--- config.mk ---
export PLATFORM = sky130hd
export DESIGN_NAME = cic_interp
export DESIGN_NICKNAME = d
export VERILOG_FILES = /design/src/rtl/cic_interp.sv
export SDC_FILE = /design/constraint.sdc
export NUM_CORES = 1
export LEC_CHECK = 0
export BUFFER_PORTS_ARGS = -buffer_cell sky130_fd_sc_hd__buf_2
export CAP_MARGIN = 15
export CORE_ASPECT_RATIO = 1.4
export CORE_MARGIN = 10
export CORE_UTILIZATION = 35
export DETAILED_ROUTE_END_ITERATION = 10
export GPL_TIMING_DRIVEN = 0
export PLACE_DENSITY = 0.6
export SYNTH_ARGS = -nofsm -noshare
export SYNTH_HDL_FRONTEND = slang
export SYNTH_SLANG_ARGS = --single-unit
--- constraint.sdc ---
create_clock -name clk -period 8.5 [get_ports clk]
set_input_delay 0.85 -clock clk [delete_from_list [all_inputs] [get_ports clk]]
set_output_delay 0.85 -clock clk [all_outputs]
set_load 0.01 [all_outputs]
--- src/rtl/cic_interp.sv ---
// Order-3 CIC interpolator, R = 2**filter_int_factor, unity gain; CIC_INTERP_SAT_EN saturates data_out instead of wrapping.
// Latency: a sample consumed on strobe k first reaches data_out on strobe k+3; data_out_valid pulses the cycle after each strobe.
// Backpressure: single holding register, data_in_ready = enable & ~hold_full; an empty hold at a phase-0 strobe sets sticky underrun.
module cic_interp #(
    parameter int INPUT_WIDTH       = 8,
    parameter int INPUT_FRAC_WIDTH  = 7,
    parameter int OUTPUT_WIDTH      = 8,
    parameter int OUTPUT_FRAC_WIDTH = 7,
    parameter int MAX_INT_RATE      = 8
) (
    input  logic                    clk,
    input  logic                    resetn,
    input  logic                    clear,
    input  logic                    enable,
    input  logic [INPUT_WIDTH-1:0]  data_in,
    input  logic                    data_in_valid,
    output logic                    data_in_ready,
    input  logic [1:0]              filter_int_factor,
    input  logic                    out_strobe,
    output logic [OUTPUT_WIDTH-1:0] data_out,
    output logic                    data_out_valid,
    output logic                    underrun
);

    localparam int FW = INPUT_WIDTH + 9;
    localparam int S  = 6 + INPUT_FRAC_WIDTH - OUTPUT_FRAC_WIDTH;
    localparam int PW = (MAX_INT_RATE > 1) ? $clog2(MAX_INT_RATE) : 1;
    localparam logic signed [FW-1:0] OUT_MAX = FW'((2 ** (OUTPUT_WIDTH - 1)) - 1);
    localparam logic signed [FW-1:0] OUT_MIN = ~OUT_MAX;

    logic [INPUT_WIDTH-1:0]  hold;
    logic                    hold_full;
    logic [INPUT_WIDTH-1:0]  last;
    logic [PW-1:0]           phase;
    logic [1:0]              r_cur;
    logic signed [FW-1:0]    d1, d2, d3;
    logic signed [FW-1:0]    i0, i1, i2;

    logic                    phase0;
    logic                    accept;
    logic [1:0]              r_eff;
    logic [PW:0]             rate;
    logic [PW-1:0]           phase_max;
    logic [PW-1:0]           phase_nxt;
    logic [INPUT_WIDTH-1:0]  x_raw;
    logic signed [FW-1:0]    x_ext;
    logic signed [FW-1:0]    c1, c2, c3;
    logic signed [FW-1:0]    c3_sh;
    logic signed [FW-1:0]    u;
    logic signed [FW-1:0]    i2_sh;
    logic signed [FW-1:0]    rounded;
    logic [OUTPUT_WIDTH-1:0] out_nxt;

    assign data_in_ready = enable & ~hold_full;
    assign accept        = data_in_valid & data_in_ready;
    assign phase0        = (phase == '0);

    // A new factor is only picked up at the start of a period.
    assign r_eff     = phase0 ? filter_int_factor : r_cur;
    assign rate      = {{PW{1'b0}}, 1'b1} << r_eff;
    assign phase_max = PW'(rate - 1'b1);
    assign phase_nxt = (phase == phase_max) ? '0 : phase + PW'(1);

    assign x_raw = hold_full ? hold : last;
    assign x_ext = {{(FW - INPUT_WIDTH){x_raw[INPUT_WIDTH-1]}}, x_raw};
    assign c1    = x_ext - d1;
    assign c2    = c1 - d2;
    assign c3    = c2 - d3;

    // Pre-scale by 64/R^2 so every ratio ends up with the same gain of 64.
    always_comb begin
        c3_sh = c3;
        case (r_eff)
            2'd0:    c3_sh = c3 <<< 6;
            2'd1:    c3_sh = c3 <<< 4;
            2'd2:    c3_sh = c3 <<< 2;
            default: c3_sh = c3;
        endcase
    end

    assign u     = phase0 ? c3_sh : '0;
    assign i2_sh = i2 >>> S;

    generate
        if (S > 0) begin : g_round
            assign rounded = i2_sh + {{(FW - 1){1'b0}}, i2[S-1]};
        end else begin : g_noround
            assign rounded = i2_sh;
        end
    endgenerate

    always_comb begin
`ifdef CIC_INTERP_SAT_EN
        if (rounded > OUT_MAX)
            out_nxt = OUTPUT_WIDTH'(OUT_MAX);
        else if (rounded < OUT_MIN)
            out_nxt = OUTPUT_WIDTH'(OUT_MIN);
        else
            out_nxt = OUTPUT_WIDTH'(rounded);
`else
        out_nxt = OUTPUT_WIDTH'(rounded);
`endif
    end

    always_ff @(posedge clk) begin
        if (!resetn || clear) begin
            hold           <= '0;
            hold_full      <= 1'b0;
            last           <= '0;
            phase          <= '0;
            r_cur          <= '0;
            d1             <= '0;
            d2             <= '0;
            d3             <= '0;
            i0             <= '0;
            i1             <= '0;
            i2             <= '0;
            data_out       <= '0;
            data_out_valid <= 1'b0;
            underrun       <= 1'b0;
        end else begin
            data_out_valid <= 1'b0;
            if (enable) begin
                if (accept) begin
                    hold      <= data_in;
                    hold_full <= 1'b1;
                end
                if (out_strobe) begin
                    if (phase0) begin
                        if (!hold_full)
                            underrun <= 1'b1;
                        if (!accept)
                            hold_full <= 1'b0;
                        last  <= x_raw;
                        r_cur <= filter_int_factor;
                        d1    <= x_ext;
                        d2    <= c1;
                        d3    <= c2;
                    end
                    i0             <= i0 + u;
                    i1             <= i1 + i0;
                    i2             <= i2 + i1;
                    phase          <= phase_nxt;
                    data_out       <= out_nxt;
                    data_out_valid <= 1'b1;
                end
            end
        end
    end

endmodule
=== After elaboration in Yosys (flattened, before gate mapping) ===
Index checks and enable logic that the tools add are counted.

* Bits in latches: 0
* Memories kept: 0
* Bits of input ports: 16
* Memory bits (writable): 0
* Bits in registers: 117
* ROM bits: 0
* Output and inout bits: 11
* Word-level logic and storage cells: 50

* Reduce and logical (&&, ||, !) cells: 9
* Add/subtract/negate cells: 9
* Divide/modulo/power cells: 0
* Mux-type cells: 10
* $mul: 0
* Equality and inequality tests: 3
* Order comparisons: 0
* Shift-type cells: 1
* Bitwise gates (word level): 4

{| class="wikitable"
|+ Operators by type and width
! operator !! count
|-
| 17-bit adder || 3
|-
| 17-bit case mux with 3 select lines || 1
|-
| 17-bit two-way mux || 1
|-
| 17-bit subtractor || 1
|-
| 9-bit by 9-bit subtractor with 10-bit output || 1
|-
| 8-bit by 8-bit subtractor with 9-bit output || 1
|-
| 8-bit by 2-bit adder with 8-bit output || 1
|-
| 8-bit two-way mux || 1
|-
| 1-bit two-way mux || 5
|-
| 2-bit AND reduction || 2
|-
| 4-bit AND reduction || 1
|-
| 3-bit by 1-bit adder with 3-bit output, second input constant || 1
|-
| 3-bit equality test || 1
|-
| 3-bit zero test || 1
|-
| 3-bit two-way mux || 1
|-
| 3-bit AND reduction || 1
|-
| 1-bit by 2-bit << shifter with 3-bit output, first input constant || 1
|-
| 3-bit by 1-bit subtractor with 3-bit output, second input constant || 1
|-
| 1-bit bitwise AND || 2
|-
| 2-bit by 1-bit equality test with 1-bit output, second input constant || 1
|-
| 2-bit equality test, second input constant || 1
|-
| 2-bit zero test || 1
|-
| 2-bit two-way mux || 1
|-
| 1-bit inverter || 2
|-
| other kinds (3) || 3
|}

=== Logic depth before layout (Yosys ltp) ===
Gate-level depths: netlist (run 1).

* Depth after elaboration: 7
* Depth in mapped cells: 33
* Gate-level depth less buffers: 30

=== Least setup slack after synthesis (run 1) ===
No wires, ideal clock.

* Path type: register to register
* Start: register hold_full
* End: register i0[12]
* Arrival time: 5775 ps
* Setup slack: 2608 ps
* Period minus slack after synthesis: 5892 ps
* Cell stages (with the launch flop): 31
* Required time: 8383 ps
* Buffers on the path: 3
* Cell sequence: dfxtp_1 > clkbuf_1 > clkbuf_1 > mux2i_1 > ha_1 > inv_1 > fa_1 > nand2_1 > nand2_1 > a21oi_1 > o21ai_0 > xor2_1 > ha_1 > o21a_1 > nor2_1 > a21oi_1 > xor2_1 > ha_1 > buf_2 > nand2_1 > a211oi_1 > a211oi_2 > xor2_1 > a221o_1 > a21oi_1 > ha_1 > a21o_1 > a2111oi_0 > a21oi_1 > xor2_1 > a22o_1

* Word-level cells in the longest chain between the ends: 7

{| class="wikitable"
|+ Ends and longest elaborated chain
! what !! line !! text
|-
| from (decl) || 32 || <nowiki>logic hold_full;</nowiki>
|-
| from (signal assigned) || 108 || <nowiki>hold_full <= 1'b0;</nowiki>
|-
| from (signal assigned) || 126 || <nowiki>hold_full <= 1'b1;</nowiki>
|-
| from (signal assigned) || 133 || <nowiki>hold_full <= 1'b0;</nowiki>
|-
| 8-bit two-way mux || 64 || <nowiki>assign x_raw = hold_full ? hold : last;</nowiki>
|-
| 8-bit by 8-bit subtractor with 9-bit output || 66 || <nowiki>assign c1 = x_ext - d1;</nowiki>
|-
| via c1[6] || 47 || <nowiki>logic signed [FW-1:0] c1, c2, c3;</nowiki>
|-
| 9-bit by 9-bit subtractor with 10-bit output || 67 || <nowiki>assign c2 = c1 - d2;</nowiki>
|-
| via c2[7] || 47 ||
|-
| 17-bit subtractor || 68 || <nowiki>assign c3 = c2 - d3;</nowiki>
|-
| 17-bit case mux with 3 select lines || 73 || <nowiki>case (r_eff)</nowiki>
|-
| 17-bit two-way mux || 81 || <nowiki>assign u = phase0 ? c3_sh : '0;</nowiki>
|-
| 17-bit adder || 140 || <nowiki>i0 <= i0 + u;</nowiki>
|-
| to (signal assigned) || 140 ||
|-
| to (decl) || 37 || <nowiki>logic signed [FW-1:0] i0, i1, i2;</nowiki>
|}

The timed path passes the listed nets, and every way through them passes these cells.
A chain may end at the register's enable or synchronous reset.

=== Worst setup path after layout (run 1) ===
* Start: register hold_full
* End: register i0[13]

Same word-level chain as after synthesis.

==> results.md, run 1 <==
* Clock Tree Buf Depth at 2
* Pwr Total at between 0.0015 and 0.002 W
* Max Freq at 146.6 MHz
* Largest net degree at the start of global routing at 17
* Power Density at between 200 and 250 nW/um2
* Syn_nets at 945
* Setup Fix Bufs, Post-CTS at 0
* Htree depth at 3
* Port Buffers at 23
* Setup_tns at 0 ns
* Share of the synthesized area in the top cell type at 28.23%
* Rel. slew slack at 47.11%
* I/O pin cnt at 27
* FF-to-FF path depth at 32
* Yosys top cell by area: dfxtp_1
* Max-cap violation count at 0
* Die area at 24810 um2
* Global-route wire length before repair at 28730 um
* CTS resizes at 0
* CP required at 8.78 ns
* Hold_sp: data_out[0]
* Worst r2r src: hold_full
* Synthesized cell area at 6595 um2
* Die Y at approximately 180 um
* Area grow syn2layout at 11.21%
* Crit-path max FO at 10
* Initial antenna violation count at 0
* Max incr delay on CP at 0.40 ns
* Seq/Total Area, Yosys at 28.23%
* Yosys reg bits at 93
* Post-synth EDFFs at 0
* Total CTS buffers at 9
* N_diodes at 0
* DP Cell Count at ~1100
* Dominant cells by area after synthesis: dfxtp_1 (28%), ha_1 (13%), nand2_1 (7.3%), a21oi_1 (7.2%), nor2_1 (4.8%)
* Top FF cell, synth: dfxtp_1
* CP Capture Type: flop
* Cells after synthesis at 852
* Drt total wl at 17230 um
* Ys Warns at 0
* Final core occ at 39.58%
* Fin crit period at 6.823 ns
* Number of global-route vias before repair at 5774
* RSZ-0062 raised after global routing: false
* Share of layout cells above drive strength 1 at 6.292%
* Die width at roughly 140 um
* Min-Delay Path Depth at 2
* Worst setup margin at 1.677 ns
* Peak VDD IR at 0.1278 mV
* Fillers at 1979
* Outcome: finished clean
* HP Class: flop to flop
* Crit path DAT at approximately 7.1 ns
* Finished Layout Cells at 1134
* Row cnt at 59
* CTS tree: done
* Final setup fails at 0
* Final Cycle Share at 80.28%
* Avg Synthesized Cell Area at 7.741 um2
* Sink Count at 93
* Root buf cell: clkbuf_16
* Overflow after GRT at 0
* Actual slew at the worst max-slew pin at 0.7904 ns
* DRT iter0 DRCs at 247
* Worst setup path class: flop to flop
* R2r setup slk at 1.68 ns
* Hold_buf cts at 0
* CP Launch Type: flop
* Clock-pin transition on the worst setup and hold timing paths at 0.07 ns
* Routability Congestion at 0.8329
* Final HPWL DP at 13430 um
* Capturing point of the worst reg2reg path: i0[13]
* Vias at 5847
* Drt pass-1 iters at 4
* Worst path slowest cell: fa_1
* Post-synth ARST share at 0%
* Pins Over Slew Limit at 0
* Final net count at 979
* Clk_skew at between 0.008 and 0.009 ns
* Synth cell types at 60
* GRT Total Usage at 14.27%
* Endpoints failing hold at 0
* Leakage at 2.970 nW
* Core Area at 18530 um2
* Vias per cell at 5.156
* Post-route ant nets at 0
* DRC viols at 0
* Min-Delay Endpoint: data_out[0]
* Avg WL per Cell at 15.19 um
* Place WS at 1.708 ns
* Worst skew pair latency at about 0.36 ns
* Initial cell density of the core at 35.59%
==> critical path, delay by kind of cell (launching register included) <==
kind / cells / cell delay, ns
flip-flops: 1 / 0.31
multiplexers: 3 / 0.72
buffers and inverters: 4 / 0.92
AO/OA/AOI/OAI: 11 / 2.24
adder cells (fa/ha/maj): 5 / 1.59
AND/OR/NAND/NOR: 6 / 0.41
XOR/XNOR: 3 / 0.54
==> where the power goes <==
part	total [W]	internal, W	switching, W
Combinational	0.000743	0.000311	0.000432
Sequential	0.000457	0.000448	0.00000913
Clock	0.000450	0.000259	0.000190
Total	0.00165	0.00102	0.000632
==> worst max-delay path by stage <==
| stage | start | endpoint | cells after the start |
|---|---|---|---|
| finish | hold_full | i0[13] | 32 |
| global route | hold_full | i0[13] | 32 |
| global placement | hold_full | i0[13] | 32 |
| floorplan | hold_full | i0[12] | 30 |
| CTS | hold_full | i0[13] | 32 |
| detailed placement | hold_full | i0[13] | 32 |
==> cell type report <==
cell class | count | area [um2] | share of cell area, %
plain buffers | 36 | 141.4 | 1.928
multi-input cells | 673 | 4404 | 60.05
flip-flops and latches | 93 | 1862 | 25.38
inverters | 50 | 187.7 | 2.559
clock buffers | 9 | 225.2 | 3.071
clock inverters | 6 | 93.84 | 1.279
well taps | 244 | 305.3 | 4.162
repair buffers | 23 | 115.1 | 1.569
==> registers in the layout, indices dropped and copies added, names as in the netlist <==
name            count
hold_full           1
i1                 14
phase               3
hold                8
data_out            8
d3                 10
r_cur               2
underrun            1
d2                  9
i0                 14
i2                 14
data_out_valid      1
d1                  8
==> kinds of logic after synthesis <==
group                    Yosys count  synth area share (%)
AO/OA/AOI/OAI                    240                 22.79
XOR/XNOR                          50                 6.754
adder cells (fa/ha/maj)           77                 15.29
buffers and inverters             86                 4.990
flip-flops                        93                 28.23
multiplexers                      13                 2.466
AND/OR/NAND/NOR                  293                 19.48
==> placed cells by master, fill, tap and decap left out, drive strengths merged, types with 3 or more instances in the layout <==
master  netlist  layout
a21boi        5       5
a211oi       34      34
a22o          7       7
o31ai         7       7
nand2b        9       9
or4           3       3
o21a         10      10
nor2b        15      15
xor2         22      22
xnor2        28      28
clkbuf       25      34
nor3         12      12
a21o         13      13
mux2          3       3
nand2       129     129
ha           71      71
nand3        22      22
dfxtp        93      93
and3          4       4
inv          50      52
fa            6       6
buf          11      34
mux2i        10      10
a21oi        96      96
o21ai        47      47
nor2         85      85
a31oi         4       4
nand4         3       3
==> per-layer routing <==
layer,vias to the layer above,wire (um),track usage [%]
li1,3048,-,-
met1,2713,7370,16.43
met2,67,9103,26.05
met3,19,354,1.594
met4,0,402,5.340
met5,-,0,0
==> through the flow <==
stage / instance area, um2 / hold slack [ns]
4_1_cts: 7335 / 0.4578
2_1_floorplan: 6595 / 0.4356
5_1_grt: 7335 / 0.4743
6_report: 7335 / 0.4554
3_5_place_dp: 7015 / 0.4474
3_3_place_gp: 7015 / 0.4428
==> cell usage after synthesis (all sizes together) (3+ instances only) <==
cell	count
nand2	129
a211oi	34
a21boi	5
nand3	22
inv	50
fa	6
buf	11
clkbuf	25
nor2	85
mux2	3
a22o	7
o21a	10
a21oi	96
nand4	3
o21ai	47
xnor2	28
o31ai	7
nand2b	9
mux2i	10
nor2b	15
xor2	22
or4	3
a21o	13
a31oi	4
nor3	12
and3	4
dfxtp	93
ha	71
Note: power is estimated with default switching activity, not from simulation.
==> run 2: changes to the inputs <==
--- a/config.mk
+++ b/config.mk
@@ -5,6 +5,7 @@
 export SDC_FILE = /design/constraint.sdc
 export NUM_CORES = 1
 export LEC_CHECK = 0
+export ABC_AREA = 1
 export BUFFER_PORTS_ARGS = -buffer_cell sky130_fd_sc_hd__buf_2
 export CAP_MARGIN = 15
 export CORE_ASPECT_RATIO = 1.4
==> constraint.sdc (replaced) <==
create_clock -name clk -period 7.1 [get_ports clk]
set_input_delay 0.71 -clock clk [delete_from_list [all_inputs] [get_ports clk]]
set_output_delay 0.71 -clock clk [all_outputs]
set_load 0.01 [all_outputs]
==> run 2 against run 1 <==
  * Sequential share of layout area down 1.5 points
  * Clock-buffer cell count unchanged
  * Non-clock buffer count fell by 4
  * Synthesized cell count up 21%
  * Critical path depth grew 3
  * Design area up 6.2%
  * Core utilization shrank 0.35 points
  * Sequential power up 21%
==> results.md, run 2 <==
* Outcome: finished clean
* Crit-path max FO at 10
* Die Y at roughly 190 um
* N_diodes at 0
* Top FF cell, synth: dfxtp_1
* Sink Count at 93
* Synthesized cell area at between 7000 and 8000 um2
* Yosys reg bits at 93
* Internal power at 0.001094 W
* Power Density at 237.4 nW/um2
* Synth Area in Adders at between 10 and 15%
* Fillers at between 2000 and 2500
* Leakage at 3.857 nW
* Routability Congestion at a little over 0.9
* Number of global-route vias before repair at between 6000 and 7000
* Die area at 26290 um2
* Dominant cells by area after synthesis: dfxtp_1 (26%), ha_1 (13%), inv_1 (9.1%), nand2_1 (8.6%), o21ai_0 (7.5%)
* Avg Synthesized Cell Area at 6.828 um2
* Core Area at 19840 um2
* Seq/Total Area, Yosys at 26.42%
* Total CTS buffers at 9
* Max Freq at 158.4 MHz
* Simple-gate share of the synthesized area at 20.93%
* Ys Warns at 0
* Rel. slew slack at 45.92%
* Max-cap violation count at 0
* Largest family of logic cells by synthesized area: compound AO/OA/AOI/OAI gates
* Hold_buf cts at 0
* FF-to-FF path depth at 35
* Endpoints failing hold at 0
* Leading cell type by number of instances after synthesis: inv_1
* CP Capture Type: flop
* Setup_tns at 0 ns
* Min-Delay Path Depth at 2
* Port Buffers at 25
* Yosys top cell by area: dfxtp_1
* CP Launch Type: flop
* Share of the synthesized area in the top cell type at 26.42%
* Critical path's top delay family: compound AO/OA/AOI/OAI gates
* Htree depth at 3
* CTS tree: done
* DRT iter0 DRCs at 288
* Final HPWL DP at around 15000 um
* Avg WL per Cell at about 14 um
* Initial antenna violation count at 0
* Pwr Total at 0.001849 W
* Final setup fails at 0
* Dpl cell area at 7487 um2
* Crit path DAT at roughly 6.6 ns
* Clock share of power at 27.0%
* Actual slew at the worst max-slew pin at 0.8113 ns
* Max incr delay on CP at 0.39 ns
* Vias per cell at 5.007
* Clk_skew at 0.007350 ns
* DP Cell Count at 1309
* Worst skew pair latency at 0.36 ns
* Root buf cell: clkbuf_16
* Finished Layout Cells at 1324
* Largest regs: i0: 14 flops, i1: 14 flops, i2: 14 flops
* Post-synth ARST share at 0%
* Commonest non-fill, non-tap cell in the layout: inv_1
* Share of power burned in registers at 29.9%
* CP required at 7.35 ns
* Drt total wl at 19150 um
* Compound-cell area share of the yosys netlist at about 22%
* Post-route cell area at about 7800 um2
* Worst Path Buf+Inv at 6
* Synth Area in XOR/XNOR at 5.344%
* Worst path slowest cell: fa_1
* Die width at 139.9 um
* Sw Pwr at 0.0007545 W
* RSZ-0062 raised after global routing: false
* Clock Tree Buf Depth at 2
* I/O pin cnt at 27
* Share of layout cells above drive strength 1 at roughly 6.3%
* Post-route ant nets at 0
* GRT Total Usage at roughly 14%
* Overflow after GRT at 0
* Fin crit period at ~6.3 ns
* Final Cycle Share at 88.93%
* Syn_nets at 1125
* DRC viols at 0
* Net Sw Frac at ~41%
* Worst setup path class: flop to flop
* Synth cell types at between 40 and 50
* Multiplexer share of the synthesized area at 0%
* Largest net degree at the start of global routing at 17
* Most frequent cells in the layout: inv_1 (170), nand2_1 (162), o21ai_0 (106)
* WP depth at 35
* Final net count at 1161
* Post-synth EDFFs at 0
* Pins Over Slew Limit at 0
* Drt pass-1 iters at 4
* Row cnt at 61
* Global-route wire length before repair at 30790 um
* Area grow syn2layout at 10.49%
* Top cells by count, synth: inv_1 (170), nand2_1 (162), o21ai_0 (106)
* Vias at ~6600
* Initial cell density of the core at between 30% and 40%
* Peak VDD IR at 0.1286 mV
* HP Class: flop to flop
* Comb power frac at 43.0%
* Clock-pin transition on the worst setup and hold timing paths at ~0.07 ns
* Cells after synthesis at 1032
-- run 2: cell count changes after synthesis, moves of 10 or more --
cell      delta
a21oi_1     +10
xor2_1      +13
nand4_1     +12
inv_1      +120
nand2_1     +34
a211oi_1    -30
nor2b_1     -14
o21ai_0     +71
o211ai_1    +10
xnor2_1     -19
nand3_1     +22
-- run 2: repair_timing --
item                                    4_1_cts  5_1_grt
setup buffers                                 0        0
endpoints found under the setup margin        0        1
gates resized for setup                       0        2
-- run 2: layout make-up --
type	instances	area (um2)	share of cell area [%]
Sequential cell	93	1862	23.91
Clock inverter	6	72.57	0.9320
Timing Repair Buffer	25	125.1	1.607
Tap cell	252	315.3	4.049
Clock buffer	9	225.2	2.892
Buffer	30	118.9	1.527
Multi-Input combinational cell	733	4394	56.44
Inverter	176	673.1	8.645
-- run 2: logic make-up (layout without fill, tap and decap cells) --
| group | after synthesis | in the layout |
|---|---|---|
| AND/OR/NAND/NOR | 341 | 341 |
| XOR/XNOR | 43 | 43 |
| flip-flops | 93 | 93 |
| AO/OA/AOI/OAI | 272 | 272 |
| adder cells (fa/ha/maj) | 77 | 77 |
| buffers and inverters | 206 | 246 |
-- run 2: final timing paths --
path | slack, ns | to | from
max | 0.79 | i0[13] | hold_full
min | 0.46 | hold[1] | hold[1]
max reg2reg | 0.79 | i0[13] | hold_full
min reg2reg | 0.46 | hold[1] | hold[1]
-- run 2: per-layer routing --
metal  wire, um  track usage (%)
met1       7914            15.06
met2      10060            26.53
met3        558            2.276
met4        620            6.091
met5          0                0
-- run 2: per-stage QoR --
| step | utilization, % | setup WS (ns) | hold WS (ns) |
|---|---|---|---|
| after detailed placement | 37.73 | 0.6257 | 0.4560 |
| after global placement | 37.73 | 0.7374 | 0.4469 |
| final | 39.24 | 0.7860 | 0.4634 |
| after floorplan | - | 1.690 | 0.4292 |
| after global routing | 39.24 | 0.01535 | 0.4883 |
| after CTS | 39.23 | 0.6189 | 0.4668 |
-- run 2: worst min-delay path, stage by stage (launching register included) --
cell     delay [ns]
dfxtp_1        0.31
nand2_1        0.06
a21oi_1        0.05
-- run 2: power by group through the flow --
| stage | sequential (W) | clock [W] | combinational (W) |
|---|---|---|---|
| after CTS | 0.000553 | 0.000513 | 0.000798 |
| after global routing | 0.000555 | 0.000533 | 0.000916 |
| after floorplan | 0.000561 | 0 | 0.000619 |
| after global placement | 0.000565 | 0 | 0.000791 |
| final | 0.000553 | 0.000500 | 0.000796 |
| after detailed placement | 0.000565 | 0 | 0.000795 |
==> run 3: changes to the inputs <==
--- a/config.mk
+++ b/config.mk
@@ -8,12 +8,13 @@
 export ABC_AREA = 1
 export BUFFER_PORTS_ARGS = -buffer_cell sky130_fd_sc_hd__buf_2
 export CAP_MARGIN = 15
-export CORE_ASPECT_RATIO = 1.4
+export CORE_ASPECT_RATIO = 0.9
 export CORE_MARGIN = 10
 export CORE_UTILIZATION = 35
 export DETAILED_ROUTE_END_ITERATION = 10
 export GPL_TIMING_DRIVEN = 0
 export PLACE_DENSITY = 0.6
+export REMOVE_ABC_BUFFERS = 1
 export SYNTH_ARGS = -nofsm -noshare
 export SYNTH_HDL_FRONTEND = slang
 export SYNTH_SLANG_ARGS = --single-unit
==> run 3 against run 2 <==
  * Die area is 0.28% lower
  * Design area shrank 0.69%
  * Sequential cell count did not move
  * Cell count fell by 1.7%
  * Sequential power about the same
  * Critical path type unchanged
  * Critical endpoint unchanged
  * Largest cell class unchanged
  * Highest routed layer unchanged
==> results.md, run 3 (synthesized netlist as in run 2, its figures left out) <==
* CP required at about 7.4 ns
* Max Freq at approximately 160 MHz
* Avg WL per Cell at 12.57 um
* Row cnt at 49
* Fin crit period at 6.099 ns
* Area grow syn2layout at 9.730%
* Largest net degree at the start of global routing at 46
* Setup Fix Bufs, Post-CTS at 0
* Clock-pin transition on the worst setup and hold timing paths at roughly 0.070 ns
* RSZ-0062 raised after global routing: false
* Root buf cell: clkbuf_16
* Post-route ant nets at 0
* Sink Count at 93
* Final core occ at 38.93%
* Worst setup path class: flop to flop
* Total CTS buffers at 9
* Final net count at 1135
* Die width at ~170 um
* Initial cell density of the core at roughly 35%
* Hold_buf cts at 0
* Htree depth at 3
* Worst r2r src: hold_full
* Die Y at roughly 150 um
* Die area at 26220 um2
* Share of layout cells above drive strength 1 at approximately 7%
* Initial antenna violation count at 0
* Clock Tree Buf Depth at 2
* CP Capture Type: flop
* Endpoints failing hold at 0
* Drt total wl at approximately 16000 um
* N_diodes at 0
* DRT iter0 DRCs at 275
* Outcome: finished clean
* Drt pass-1 iters at 5
* Peak VDD IR at approximately 0.12 mV
* Critical Path Source: hold_full
* CP Launch Type: flop
* Clk_skew at 0.006906 ns
* Max incr delay on CP at 0.66 ns
* Port Buffers at 26
* Final setup fails at 0
* Worst path slowest cell: dfxtp_1
* Most frequent cells in the layout: inv_1 (168), nand2_1 (162), o21ai_0 (106)
* Core Area at just under 20000 um2
* Power Density at 234.3 nW/um2
* Final HPWL DP at approximately 12000 um
* Overflow after GRT at 0
* CP most frequent cell: inv_1
* Vias at 6386
* Crit-path max FO at 19
* DRC viols at 0
* Crit path DAT at 6.35 ns
* Setup_tns at 0 ns
* Global-route wire length before repair at 28100 um
* Routability Congestion at 0.8757
* Worst skew pair latency at 0.35 ns
* Largest regs: i0: 14 flops, i1: 14 flops, i2: 14 flops
* Final Cycle Share at 85.90%
* CTS tree: done
* GRT Total Usage at 12.58%
* Hold_sp: hold[1]
* Actual slew at the worst max-slew pin at between 1 and 1.5 ns
* Leakage at between 3 and 4 nW
* Vias per cell at 4.905
* Max-cap violation count at 0
* I/O pin cnt at 27
* Commonest non-fill, non-tap cell in the layout: inv_1
* Rel. slew slack at 26.24%
* Pins Over Slew Limit at 0
* HP Class: flop to flop
* Number of global-route vias before repair at 5930
* CTS resizes at 0
[run 3: cell count changes in the layout (fill, tap and decap cells not counted), moves of 2 or more]
cell        before  now
nor2_1          91   89
clkinv_4         0    2
buf_1            6    0
clkbuf_1        21    0
inv_2            4    6
inv_6            2    4
inv_1          170  168
clkinvlp_4       3    1
[run 3: routing by layer]
| layer | wire [um] | track usage [%] | vias up |
|---|---|---|---|
| met5 | 0 | 0 | - |
| met4 | 202 | 3.491 | 0 |
| met3 | 507 | 2.280 | 14 |
| met2 | 6659 | 18.38 | 79 |
| met1 | 8998 | 18.32 | 2853 |
| li1 | - | - | 3440 |
[run 3: layout make-up]
class | instances | area [um2]
fill | 2162 | 12130
clock buffer | 9 | 225.2
tap | 255 | 319.1
clock inverter | 7 | 56.30
timing repair buffer | 29 | 192.7
inverter | 176 | 673.1
sequential | 93 | 1862
multi-input combinational | 733 | 4404
[run 3: worst max-delay path, delay by kind of cell, from the launching register on]
kind | cells | cell delay [ns]
fa+ha+maj | 5 | 1.62
flops | 1 | 0.66
simple gates | 9 | 0.76
buf+inv | 5 | 0.37
compound gates | 13 | 2.04
xor+xnor | 3 | 0.54
[run 3: path summary, 6_finish.rpt]
| kind | slack (ns) | endpoint | cells after the start |
|---|---|---|---|
| worst max-delay path | 1.00 | i0[13] | 35 |
| worst min-delay path | 0.46 | hold[1] | 2 |
| worst max register to register | 1.00 | i0[13] | 35 |
| worst min register to register | 0.46 | hold[1] | 2 |
[run 3: per-stage QoR]
stage	area [um2]	worst slack, ns	total power (W)	hold slack [ns]	instances
floorplan	6929	1.864	0.001175	0.4313	1002
global placement	7378	0.7277	0.001338	0.4405	1283
detailed placement	7451	1.024	0.001344	0.4535	1286
CTS	7732	0.9818	0.001827	0.4654	1302
global route	7732	0.2127	0.001980	0.4851	1302
finish	7732	1.001	0.001812	0.4636	1302
[run 3: report_power, final]
group	internal, W	switching (W)
sequential	0.000539	0.0000142
clock	0.000242	0.000231
combinational	0.000281	0.000504
total	0.00106	0.000750
